===== src/rtl/cache_controller.sv =====
// rtl/cache_controller.sv - direct-mapped write-back/write-allocate data cache controller
// Owns tag/valid/dirty state; drives the word-per-line data memory and a req/ack main-memory port.
module cache_controller #(
    parameter int ADDR_W   = 32,
    parameter int OFFSET_W = 2,
    parameter int IDX_W    = 5,
    parameter int DATA_W   = 32
) (
    input  logic              iCLK,
    input  logic              iRST,
    input  logic              cpu_req,
    input  logic              cpu_we,
    input  logic [ADDR_W-1:0] cpu_addr,
    input  logic [DATA_W-1:0] cpu_wdata,
    input  logic [3:0]        cpu_wstrb,
    output logic [DATA_W-1:0] cpu_rdata,
    output logic              cpu_ready,
    output logic              data_we,
    output logic [IDX_W-1:0]  idx,
    output logic [DATA_W-1:0] data_block_in,
    input  logic [DATA_W-1:0] data_block_out,
    output logic              mem_req,
    output logic              mem_we,
    output logic [ADDR_W-1:0] mem_addr,
    output logic [DATA_W-1:0] mem_wdata,
    input  logic              mem_ack,
    input  logic [DATA_W-1:0] mem_rdata
);
    localparam int TAG_W    = ADDR_W - IDX_W - OFFSET_W;
    localparam int IDX_SIZE = 2 ** IDX_W;

    typedef enum logic [1:0] {
        S_IDLE,
        S_COMPARE,
        S_WRITEBACK,
        S_REFILL
    } state_t;

    state_t                       state_q, state_d;
    logic [ADDR_W-OFFSET_W-1:0]   addr_q, addr_d;
    logic                         we_q, we_d;
    logic [DATA_W-1:0]            wdata_q, wdata_d;
    logic [3:0]                   wstrb_q, wstrb_d;
    logic [IDX_SIZE-1:0]          valid_q, valid_d;
    logic [IDX_SIZE-1:0]          dirty_q, dirty_d;
    logic [TAG_W-1:0]             tag_q [IDX_SIZE];
    logic [TAG_W-1:0]             tag_d [IDX_SIZE];

    logic [IDX_W-1:0]  cur_idx;
    logic [TAG_W-1:0]  cur_tag;
    logic [TAG_W-1:0]  line_tag;
    logic              hit;
    logic [DATA_W-1:0] merged;
    logic              unused_offset;

    // Byte offset never participates in lookup; the line is one word wide.
    assign unused_offset = ^cpu_addr[OFFSET_W-1:0];

    assign cur_idx  = addr_q[IDX_W-1:0];
    assign cur_tag  = addr_q[ADDR_W-OFFSET_W-1 -: TAG_W];
    assign line_tag = tag_q[cur_idx];
    assign hit      = valid_q[cur_idx] && (line_tag == cur_tag);

    always_comb begin
        merged = data_block_out;
        for (int b = 0; b < 4; b++) begin
            if (wstrb_q[b]) begin
                merged[8*b +: 8] = wdata_q[8*b +: 8];
            end
        end
    end

    always_comb begin
        state_d       = state_q;
        addr_d        = addr_q;
        we_d          = we_q;
        wdata_d       = wdata_q;
        wstrb_d       = wstrb_q;
        valid_d       = valid_q;
        dirty_d       = dirty_q;
        tag_d         = tag_q;
        cpu_rdata     = '0;
        cpu_ready     = 1'b0;
        data_we       = 1'b0;
        data_block_in = '0;
        mem_req       = 1'b0;
        mem_we        = 1'b0;
        mem_addr      = '0;
        mem_wdata     = '0;
        // The data memory is read asynchronously, so IDLE looks ahead at the incoming address.
        idx = (state_q == S_IDLE) ? cpu_addr[OFFSET_W +: IDX_W] : cur_idx;

        unique case (state_q)
            S_IDLE: begin
                if (cpu_req) begin
                    addr_d  = cpu_addr[ADDR_W-1:OFFSET_W];
                    we_d    = cpu_we;
                    wdata_d = cpu_wdata;
                    wstrb_d = cpu_wstrb;
                    state_d = S_COMPARE;
                end
            end
            S_COMPARE: begin
                if (hit) begin
                    cpu_ready = 1'b1;
                    if (we_q) begin
                        data_we          = 1'b1;
                        data_block_in    = merged;
                        dirty_d[cur_idx] = 1'b1;
                    end else begin
                        cpu_rdata = data_block_out;
                    end
                    state_d = S_IDLE;
                end else if (valid_q[cur_idx] && dirty_q[cur_idx]) begin
                    state_d = S_WRITEBACK;
                end else begin
                    state_d = S_REFILL;
                end
            end
            S_WRITEBACK: begin
                mem_req   = 1'b1;
                mem_we    = 1'b1;
                mem_addr  = {line_tag, cur_idx, {OFFSET_W{1'b0}}};
                mem_wdata = data_block_out;
                if (mem_ack) begin
                    dirty_d[cur_idx] = 1'b0;
                    state_d          = S_REFILL;
                end
            end
            S_REFILL: begin
                mem_req  = 1'b1;
                mem_addr = {cur_tag, cur_idx, {OFFSET_W{1'b0}}};
                if (mem_ack) begin
                    data_we          = 1'b1;
                    data_block_in    = mem_rdata;
                    tag_d[cur_idx]   = cur_tag;
                    valid_d[cur_idx] = 1'b1;
                    dirty_d[cur_idx] = 1'b0;
                    // Return to COMPARE so a store merge happens on the freshly filled line.
                    state_d          = S_COMPARE;
                end
            end
            default: state_d = S_IDLE;
        endcase

        // A store caught by reset must not reach the data memory.
        if (iRST) begin
            cpu_ready = 1'b0;
            data_we   = 1'b0;
        end
    end

    always_ff @(posedge iCLK) begin
        if (iRST) begin
            state_q <= S_IDLE;
            addr_q  <= '0;
            we_q    <= 1'b0;
            wdata_q <= '0;
            wstrb_q <= '0;
            valid_q <= '0;
            dirty_q <= '0;
        end else begin
            state_q <= state_d;
            addr_q  <= addr_d;
            we_q    <= we_d;
            wdata_q <= wdata_d;
            wstrb_q <= wstrb_d;
            valid_q <= valid_d;
            dirty_q <= dirty_d;
        end
    end

    always_ff @(posedge iCLK) begin
        tag_q <= tag_d;
    end
endmodule


===== config.mk =====
export PLATFORM = sky130hd
export DESIGN_NAME = cache_controller
export DESIGN_NICKNAME = d
export VERILOG_FILES = /design/src/rtl/cache_controller.sv
export SDC_FILE = /design/constraint.sdc
export NUM_CORES = 1
export LEC_CHECK = 0
export BUFFER_PORTS_ARGS = -buffer_cell sky130_fd_sc_hd__clkbuf_2
export CORE_MARGIN = 2
export CORE_UTILIZATION = 44
export DETAILED_ROUTE_END_ITERATION = 8
export PLACE_DENSITY = 0.66
export SYNTH_ARGS = -nofsm -noshare
export SYNTH_HDL_FRONTEND = slang
export SYNTH_SLANG_ARGS = --single-unit

===== constraint.sdc =====
create_clock -name iCLK -period 5.4 [get_ports iCLK]
set_input_delay 1.08 -clock iCLK [delete_from_list [all_inputs] [get_ports iCLK]]
set_output_delay 1.08 -clock iCLK [all_outputs]
set_load 0.02 [all_outputs]

# Yosys cells after proc, flatten, opt, wreduce, memory -nomap -nowiden
# Cells that the tools add are included.
[word_totals]
regBits = 933
latchBits = 0
mem_bits_rw = 0
romBits = 0
inputBits = 137
output_inout_bits = 137
word_cells = 115
mem_count = 0
[classes]
addsub = 0
multipliers = 0
div = 0
n_lt_le_gt_ge = 4
n_eq_ne = 10
shift = 0
n_mux = 46
n_bitwise = 5
n_reduce_logical = 11
[op_table]
columns = ["cell", "n"]
rows = [
  ["800-bit bitwise mux", 1],
  ["32-bit 2-to-1 mux", 10],
  ["32-bit case mux with 2 select lines", 3],
  ["25-bit binary-select mux with 5-bit select", 1],
  ["25-bit demux with 5-bit select", 1],
  ["25-bit 2-to-1 mux", 3],
  ["32-bit bitwise OR", 2],
  ["32-bit AND", 1],
  ["8-bit 2-to-1 mux", 4],
  ["32-bit NOT", 1],
  ["25-bit equality test", 1],
  ["1-bit 2-to-1 mux", 13],
  ["1-bit binary-select mux with 5-bit select", 2],
  ["2-bit inequality test, second input constant", 5],
  ["2-bit 2-to-1 mux", 4],
  ["2-bit case mux with 4 select lines", 1],
  ["6-bit greater-or-equal comparator, second input constant", 1],
  ["5-bit by 6-bit < comparator with 1-bit output, second input constant", 1],
  ["6-bit by 1-bit < comparator with 1-bit output, second input constant", 1],
  ["5-bit NOT with 6-bit output", 1],
  ["1-bit demux with 5-bit select", 1],
  ["5-bit by 1-bit greater-or-equal comparator with 1-bit output, second input constant", 1],
  ["5-bit 2-to-1 mux", 1],
  ["2-bit equality test, second input constant", 2],
  ["10 further kinds", 14],
]

# Depth between registers and ports, before layout
# Gate-level depths: netlist of run 1.
[logic_depth]
depth_word = 9
ltp_mapped = 15
depth_no_buf = 9

# Least setup slack after synthesis of run 1
# Ideal clock, no wire load.
[synth_path]
path_kind = "register -> output"
start = "register addr_q[1]"
end = "output port cpu_rdata[10]"
t_arrival_ns = 3.723
required_ns = 4.320
setup_slack_ns = 0.597
path_stages_with_launch = 16
path_buffers = 6
cell_sequence = "dfxtp_1 clkbuf_1 buf_2 buf_2 buf_2 buf_2 mux2i_1 o22ai_1 nor4_1 nand2_1 xor2_1 or4_1 nor3_1 and4b_1 clkbuf_1 and2_1"
[synth_between]
elab_chain_len = 8
word_cells_on_any_way = 10
classes_between = "1 x eq/ne; 7 x mux; 1 x bitwise; 1 x reduce/logical"
[synth_rtl]
columns = ["element", "line_no", "rtl"]
rows = [
  ["start: declaration", "40", "logic [ADDR_W-OFFSET_W-1:0] addr_q, addr_d;"],
  ["start signal: assignment", "164", "addr_q <= addr_d;"],
  ["5-bit NOT with 6-bit output (not written as such)", "61", "assign line_tag = tag_q[cur_idx];"],
  ["25-bit binary-select mux with 5-bit select", "61", ""],
  ["25-bit 2-to-1 mux (not written as such) (2 in series)", "61", ""],
  ["25-bit equality test", "62", "assign hit = valid_q[cur_idx] && (line_tag == cur_tag);"],
  ["1-bit logical AND *", "62", ""],
  ["32-bit 2-to-1 mux *", "104", "if (hit) begin"],
  ["32-bit 2-to-1 mux *", "93", "unique case (state_q)"],
  ["end: declaration", "16", "output logic [DATA_W-1:0] cpu_rdata,"],
]
# Mark *: on every way between the ends. The rest lies on a longest branch, timed or not. The select of a mux whose other input is x is not followed.

# Worst setup path after layout of run 1
[layout_path]
start = "register addr_q[2]"
end = "output port data_block_in[5]"
[layout_between]
elab_chain_len = 8
word_cells_on_any_way = 10
classes_between = "1 x eq/ne; 7 x mux; 1 x bitwise; 1 x reduce/logical"
[layout_rtl]
columns = ["element", "line_no", "rtl"]
rows = [
  ["5-bit NOT with 6-bit output (not written as such)", "61", ""],
  ["25-bit binary-select mux with 5-bit select", "61", ""],
  ["25-bit 2-to-1 mux (not written as such) (2 in series)", "61", ""],
  ["25-bit equality test", "62", ""],
  ["1-bit logical AND *", "62", ""],
  ["32-bit 2-to-1 mux *", "104", ""],
  ["32-bit case mux with 2 select lines *", "93", ""],
  ["end: declaration", "20", "output logic [DATA_W-1:0] data_block_in,"],
]
# Marks and branches as above.

==> results of run 1 <==
report_power, final:
| part | total, mW | switching, mW | internal, mW |
|---|---|---|---|
| clock network | 6.63 | 2.79 | 3.84 |
| registers | 8.05 | 0.0952 | 7.96 |
| logic | 1.97 | 1.20 | 0.772 |
| total | 16.7 | 4.09 | 12.6 |
metal layers:
metal	share of wire, %	vias up	global-route usage, %
met5	0.032	-	0
met4	4.1	6	10.5
li1	-	10661	-
met3	11	291	6.31
met1	38	12750	37.8
met2	47	1660	44.8
sequential cells by signal (all words and copies together) (netlist names), named ones only:
| register | count |
|---|---|
| addr_q | 30 |
| state_q | 2 |
| tag_q | 800 |
| valid_q | 32 |
| wdata_q | 32 |
| we_q | 1 |
| wstrb_q | 4 |
path summary, 6_finish.rpt:
check	startpoint	to	cells past startpoint
min	wdata_q[3]	wdata_q[3]	2
max reg2reg	addr_q[2]	register	13
max	addr_q[2]	data_block_in[5]	15
min reg2reg	wdata_q[3]	wdata_q[3]	2
worst reg2reg max path, stage by stage, from the launching register on:
cell and delay (ps):
dfxtp_4 390, buf_4 150, or4b_4 510, buf_12 200, o22ai_2 240, nor4_4 80
and3_1 190, or4_4 540, or4_4 610, buf_4 180, o41ai_4 520, buf_4 280
nand4_1 140, mux2i_1 160
synthesized netlist by cell type (all sizes together), types with 2 or more instances:
cell type,n
a21o,16
a21oi,102
a22o,8
a32oi,5
and2,73
and3,14
and4,2
and4b,2
buf,99
clkbuf,70
clkinv,2
dfxtp,133
edfxtp,800
ha,4
inv,4
mux2,4
mux2i,464
mux4,16
nand2,213
nand2b,34
nand3,18
nand3b,3
nand4,14
nand4b,4
nand4bb,6
nor2,123
nor2b,3
nor3,3
nor4,54
o21ai,36
o22ai,200
or2,2
or3b,2
or4,8
or4b,4
xor2,4
area by class of cell:
class                           instances  area share [%]
Clock buffer                          116            5.44
Timing Repair Buffer                  467            8.36
Inverter                                6          0.0483
Tap cell                             1144            3.07
Multi-Input combinational cell       1456            24.5
Clock inverter                         59            1.32
Sequential cell                       933            57.3
Antenna cell                            2          0.0107
kinds of logic (layout without fill, tap and decap cells):
family / Yosys count / after routing
flops: 933 / 933
simple gates: 583 / 583
mux: 484 / 484
compound gates: 378 / 378
buf+inv: 175 / 648
xor+xnor: 5 / 5
fa+ha+maj: 4 / 4
other cells: 1 / 4
through the flow:
| stage | hold WS (ps) | setup TNS (ps) | worst slack [ps] |
|---|---|---|---|
| after floorplan | 435 | 0 | 597 |
| after global placement | 443 | -6480 | -290 |
| after detailed placement | 449 | -12450 | -363 |
| after CTS | 458 | -6470 | -155 |
| after global routing | 473 | -16330 | -323 |
| final | 458 | -11420 | -260 |
repair_timing:
action / in CTS / in global routing
setup endpoints to repair: 66 / 66
pin swaps: 18 / 14
cloned: 14 / 3
resized for setup: 169 / 135
buffers inserted: 24 / 9
==> key figures, run 1 <==
Timing
  • Final setup margin: -260 ps
  • Fmax: 177 MHz
  • Slew Limit Fails: 0
  • Setup Skew: 18.8 ps
  • Final critical-path required period: 5660 ps
  • Relative slew slack: 16.0%
  • Slew @ Worst Pin: 1260 ps
  • RSZ-0062 raised after global routing: yes
  • Hold Fails Final Rpt: 0
  • Final setup violation count: 64
  • Final worst-path cycle share: 105%

Final layout
  • Commonest cells after routing, fill and taps aside: edfxtp_1, mux2i_1, clkbuf_2, nand2_1, o22ai_1
  • Post-route core utilization: 54.8%
  • Fill count: 6845
  • Most common cell after layout, fill and taps aside: edfxtp_1
  • P&R area growth vs syn: 23.4%
  • Layout cells sized above 1: 26.3%
  • Register area: 26700 sq um
  • Final instance area: 46600 sq um
  • Multi-input logic area: 11400 sq um
  • Layout Nets: 3098
  • Layout Cells excl Fill: 4183

Critical path
  • R2R Setup Slk: 1040 ps
  • Top delay family on crit path: simple AND/OR/NAND/NOR gates
  • Setup crit end kind: output port
  • Most frequent CP cell: buf_4
  • Required time of the worst setup path: 4320 ps
  • CP Cell Sequence: buf_4 > or4b_4 > buf_12 > o22ai_1 > nor4_4 > and3_1 > or4_4 > nor4_4 > buf_4 > and4_4 > nand3_4 > buf_12 > buf_4 > o21ai_4 > buf_8
  • Max stage delay on crit path: 540 ps
  • Number of buffer and inverter stages on the critical path: 6
  • Worst Setup Start Kind: register
  • CP max stage cell: or4b_4
  • Critical path type: register to output port
  • Worst Path Max Fanout: 16
  • Arrival time worst endpoint: 4580 ps

CTS
  • CTS buffer count: 93
  • CTS tree: built
  • # hold bufs at CTS: 0
  • Root Buffer: clkbuf_16
  • Clock Pin Slew Worst Setup and Hold Paths: 70 ps
  • H-tree levels: 3
  • Worst-Skew Late Latency: 660 ps
  • Clock Sinks: 933
  • Max clock buf depth: 3

Floorplanning
  • Starting Density: 44.4%
  • Die Area: 88200 sq um
  • Die Wd: 297 microns
  • Ports: 274
  • Chip Height: 297 microns
  • FP Rows: 107
  • Core area: 85100 sq um

Hold path
  • Worst hold path class: register to register

Global routing
  • First-pass GRT wire length: 178000 microns
  • Congestion Overflow GR: 0
  • Initial antenna violation count: 5
  • Tot GR Track Use: 28.1%
  • Largest net degree at the start of global routing: 81
  • Number of global-route vias before repair: 24746

Synth
  • Mux contribution to synthesized area: 13.4%
  • Synthesized area: 37800 sq um
  • Cell taking the most area after synthesis: edfxtp_1
  • Post-synth EDFFs: 800
  • Post-synth top area share: 63.6%
  • Synth cell types: 53
  • Seq cells post-synth: 933
  • Synth warn: 0
  • Ranking of synthesized cells by area: edfxtp_1, mux2i_1, dfxtp_1
  • Synth Area in Adders: 0.132%
  • Post-synthesis sequential area ratio: 70.6%
  • Synth Area per Inst: 14.7 sq um
  • Synth Area in XOR/XNOR: 0.116%
  • Synth Area in Simple Gates: 7.60%
  • Mapped Cells: 2563
  • Synth Area in Compound Gates: 6.06%
  • Largest family of logic cells by synthesized area: multiplexers
  • Post-synthesis async set-or-reset flop share: 0%
  • Synth Flop Type: edfxtp_1

Routing
  • Routed Antenna Nets: 0
  • Total Wirelength: 128000 microns
  • Wire per inst: 30.6 microns
  • Vias: 25368
  • 1st-pass router iterations: 6
  • DRC Markers: 0
  • DR vias/cell: 6.06
  • Initial drt markers: 3606

Pwr
  • Leakage: 16.2 nW
  • Total Power: 16.7 mW
  • Peak supply drop: 0.000254 V
  • Pwr Density: 357 nW/um^2

Placement
  • Number of I/O port buffers: 269
  • Placer Congestion: 0.982
  • Placed cell count: 3956
  • Hpwl dp: 74100 microns
  • Cell Area, Placed: 41500 sq um

Outcome
  • Status: complete, but fails checks
  • Failing checks: setup timing

Job
  • Max Cap Viol: 0
Power figures use the tool's default switching activity.
==> run 2: changes to the inputs <==
Settings changed: BUFFER_PORTS_ARGS -buffer_cell sky130_fd_sc_hd__clkbuf_2 to -buffer_cell sky130_fd_sc_hd__buf_2, MAX_ROUTING_LAYER from default to met4.
==> run 2 against run 1 <==
The run still ends with setup timing left. Fmax decreased by 0.88%. Clock skew increased by 8.1 ps. Worst hold slack about the same. Sequential power about the same. Final area about the same. Die area unchanged. Clock power increased by 2%. Total power increased by 0.67%. Combinational power about the same. Register-to-register slack improved by 40 ps. Global-route usage increased by 0.51 points.
==> key figures, run 2 (synthesized netlist as in run 1, its figures left out) <==
Critical path
  • CP Cell Sequence: nand4bb_2 > buf_4 > buf_4 > o22ai_1 > nor4_1 > nand2_1 > xor2_1 > or4_1 > nor3_4 > and4b_1 > buf_12 > and2_1 > buf_2
  • Critical path type: register to output port
  • Required time of the worst setup path: 4320 ps (about the same)
  • Number of buffer and inverter stages on the critical path: 4 (-2)
  • Top delay family on crit path: simple AND/OR/NAND/NOR gates
  • Worst Path Max Fanout: 32 (+16)
  • Max stage delay on crit path: 590 ps (+50 ps)
  • Arrival time worst endpoint: 4630 ps (+50 ps)
  • Most frequent CP cell: buf_4
  • CP max stage cell: or4_1
  • Setup crit end kind: output port
  • Worst Setup Start Kind: register

Placement
  • Placed cell count: 3980 (+0.61%)
  • Number of I/O port buffers: 269 (unchanged)
  • Placer Congestion: 0.963 (-1.9%)
  • Hpwl dp: 75700 microns (+2.2%)
  • Cell Area, Placed: 41700 sq um (+0.52%)

Floorplanning
  • Core area: 85100 sq um (unchanged)
  • Die Area: 88200 sq um (unchanged)
  • FP Rows: 107 (unchanged)
  • Starting Density: 44.4% (unchanged)
  • Chip Height: 297 microns (unchanged)
  • Die Wd: 297 microns (unchanged)
  • Ports: 274 (unchanged)

Routing
  • Total Wirelength: 126000 microns (-1.2%)
  • Wire per inst: 30.1 microns (-1.7%)
  • 1st-pass router iterations: 6 (unchanged)
  • Routed Antenna Nets: 0 (unchanged)
  • DRC Markers: 0 (unchanged)
  • Vias: 25293 (-0.30%)
  • DR vias/cell: 6.01 (-0.82%)
  • Initial drt markers: 3430 (-4.9%)

Final layout
  • Largest register FFs: 800 (unchanged)
  • P&R area growth vs syn: 23.5% (about the same)
  • Layout Nets: 3117 (+0.61%)
  • Commonest cells after routing, fill and taps aside: edfxtp_1, mux2i_1, buf_2, nand2_1, o22ai_1
  • Register area: 26700 sq um (about the same)
  • Multi-input logic area: 11400 sq um (-0.22%)
  • Layout cells sized above 1: 26.5% (+0.16 points)
  • Final instance area: 46700 sq um (about the same)
  • Largest registers: tag_q: 800 flops, valid_q: 32 flops, wdata_q: 32 flops
  • Fill count: 6844 (-0.015%)
  • Layout Cells excl Fill: 4205 (+0.53%)
  • Most common cell after layout, fill and taps aside: edfxtp_1
  • Top reg by flops: tag_q

Hold path
  • Worst hold path class: register to register

Pwr
  • Pwr Density: 359 nW/um^2 (+0.59%)
  • Share of power burned in registers: 48.0% (-0.4 points)
  • Combinational power share: 11.7% (about the same)
  • Clock power share: 40.3% (+0.5 points)
  • Cell-internal power: 12.6 mW (+0.68%)
  • Leakage: 16.2 nW (+0.55%)
  • Peak supply drop: 0.000299 V (+18%)
  • Sw Ratio: 24.5% (about the same)
  • Net Sw Power: 4.11 mW (+0.64%)

Timing
  • Slew @ Worst Pin: 1230 ps (-29.9 ps)
  • RSZ-0062 raised after global routing: yes
  • Hold Fails Final Rpt: 0 (unchanged)
  • Final setup margin: -310 ps (-50.5 ps)
  • Final setup violation count: 64 (unchanged)
  • Setup Skew: 26.9 ps (+8.08 ps)
  • Final critical-path required period: 5710 ps (+50.5 ps)
  • Fmax: 175 MHz (-0.88%)
  • Slew Limit Fails: 0 (unchanged)
  • Final worst-path cycle share: 106% (+0.94 points)
  • Relative slew slack: 18.0% (+2.0 points)

CTS
  • Clock Sinks: 933 (unchanged)
  • CTS buffer count: 95 (+2.2%)
  • Root Buffer: clkbuf_16
  • Max clock buf depth: 3 (unchanged)
  • # hold bufs at CTS: 0 (unchanged)
  • Clock Pin Slew Worst Setup and Hold Paths: 60 ps (about the same)
  • CTS tree: built
  • H-tree levels: 3 (unchanged)
  • Worst-Skew Late Latency: 660 ps (about the same)

Global routing
  • Tot GR Track Use: 28.6% (+0.51 points)
  • Number of global-route vias before repair: 24801 (+0.22%)
  • Congestion Overflow GR: 0 (unchanged)
  • Initial antenna violation count: 4 (-1)
  • First-pass GRT wire length: 176000 microns (-0.76%)
  • Largest net degree at the start of global routing: 77 (-4.9%)

Job
  • Max Cap Viol: 0 (unchanged)

Outcome
  • Status: complete, but fails checks
  • Failing checks: setup timing
## run 2: worst paths after layout
path / start / endpoint / slack (ps) / depth (start not counted)
max: addr_q[3] / cpu_rdata[20] / -310 / 13
min: wdata_q[0] / wdata_q[0] / 460 / 2
max reg2reg: addr_q[1] / register / 1080 / 14
min reg2reg: wdata_q[0] / wdata_q[0] / 460 / 2
## run 2: worst min-delay path: stages (launching register included)
cell and delay [ps]:
dfxtp_1 310, nand2_1 50, a21oi_1 50
## run 2: what timing repair did
action,4_1_cts,5_1_grt
setup endpoints to repair,66,66
pin swaps,25,11
gates cloned,11,0
setup buffers,23,9
gates resized for setup,203,47
## run 2: layout make-up
| class | count | share of cell area, % |
|---|---|---|
| clock inverter | 52 | 1.29 |
| tap | 1144 | 3.07 |
| inverter | 6 | 0.0482 |
| timing repair buffer | 484 | 8.39 |
| multi-input combinational | 1456 | 24.4 |
| antenna | 5 | 0.0268 |
| sequential | 933 | 57.2 |
| clock buffer | 125 | 5.56 |
## run 2: per-layer routing
metal	up-vias	GRT usage [%]	part of all wire, %
met2	1634	44.8	47
met5	-	-	0
met1	12755	37.8	39
met4	0	8.81	3.2
met3	211	5.80	11
li1	10693	-	-
## run 2: power by group through the flow
stage                     logic [mW]  registers, mW  clock network [mW]
after floorplan                0.917           8.23                   0
after global placement          1.61           8.20                   0
after detailed placement        1.64           8.20                   0
after CTS                       1.87           8.05                6.78
after global routing            2.05           8.06                7.07
final                           1.96           8.05                6.76
## run 2: per-stage QoR
stage               power [mW]  hold slack [ps]  setup TNS [ps]  setup WS (ps)  util, %
global route              17.2              481          -21970           -381     54.8
global placement          9.81              444           -8480           -520     49.0
finish                    16.8              458          -15860           -310     54.8
floorplan                 9.14              435               0            597        -
CTS                       16.7              458           -9450           -201     54.4
detailed placement        9.84              449          -10330           -513     49.0
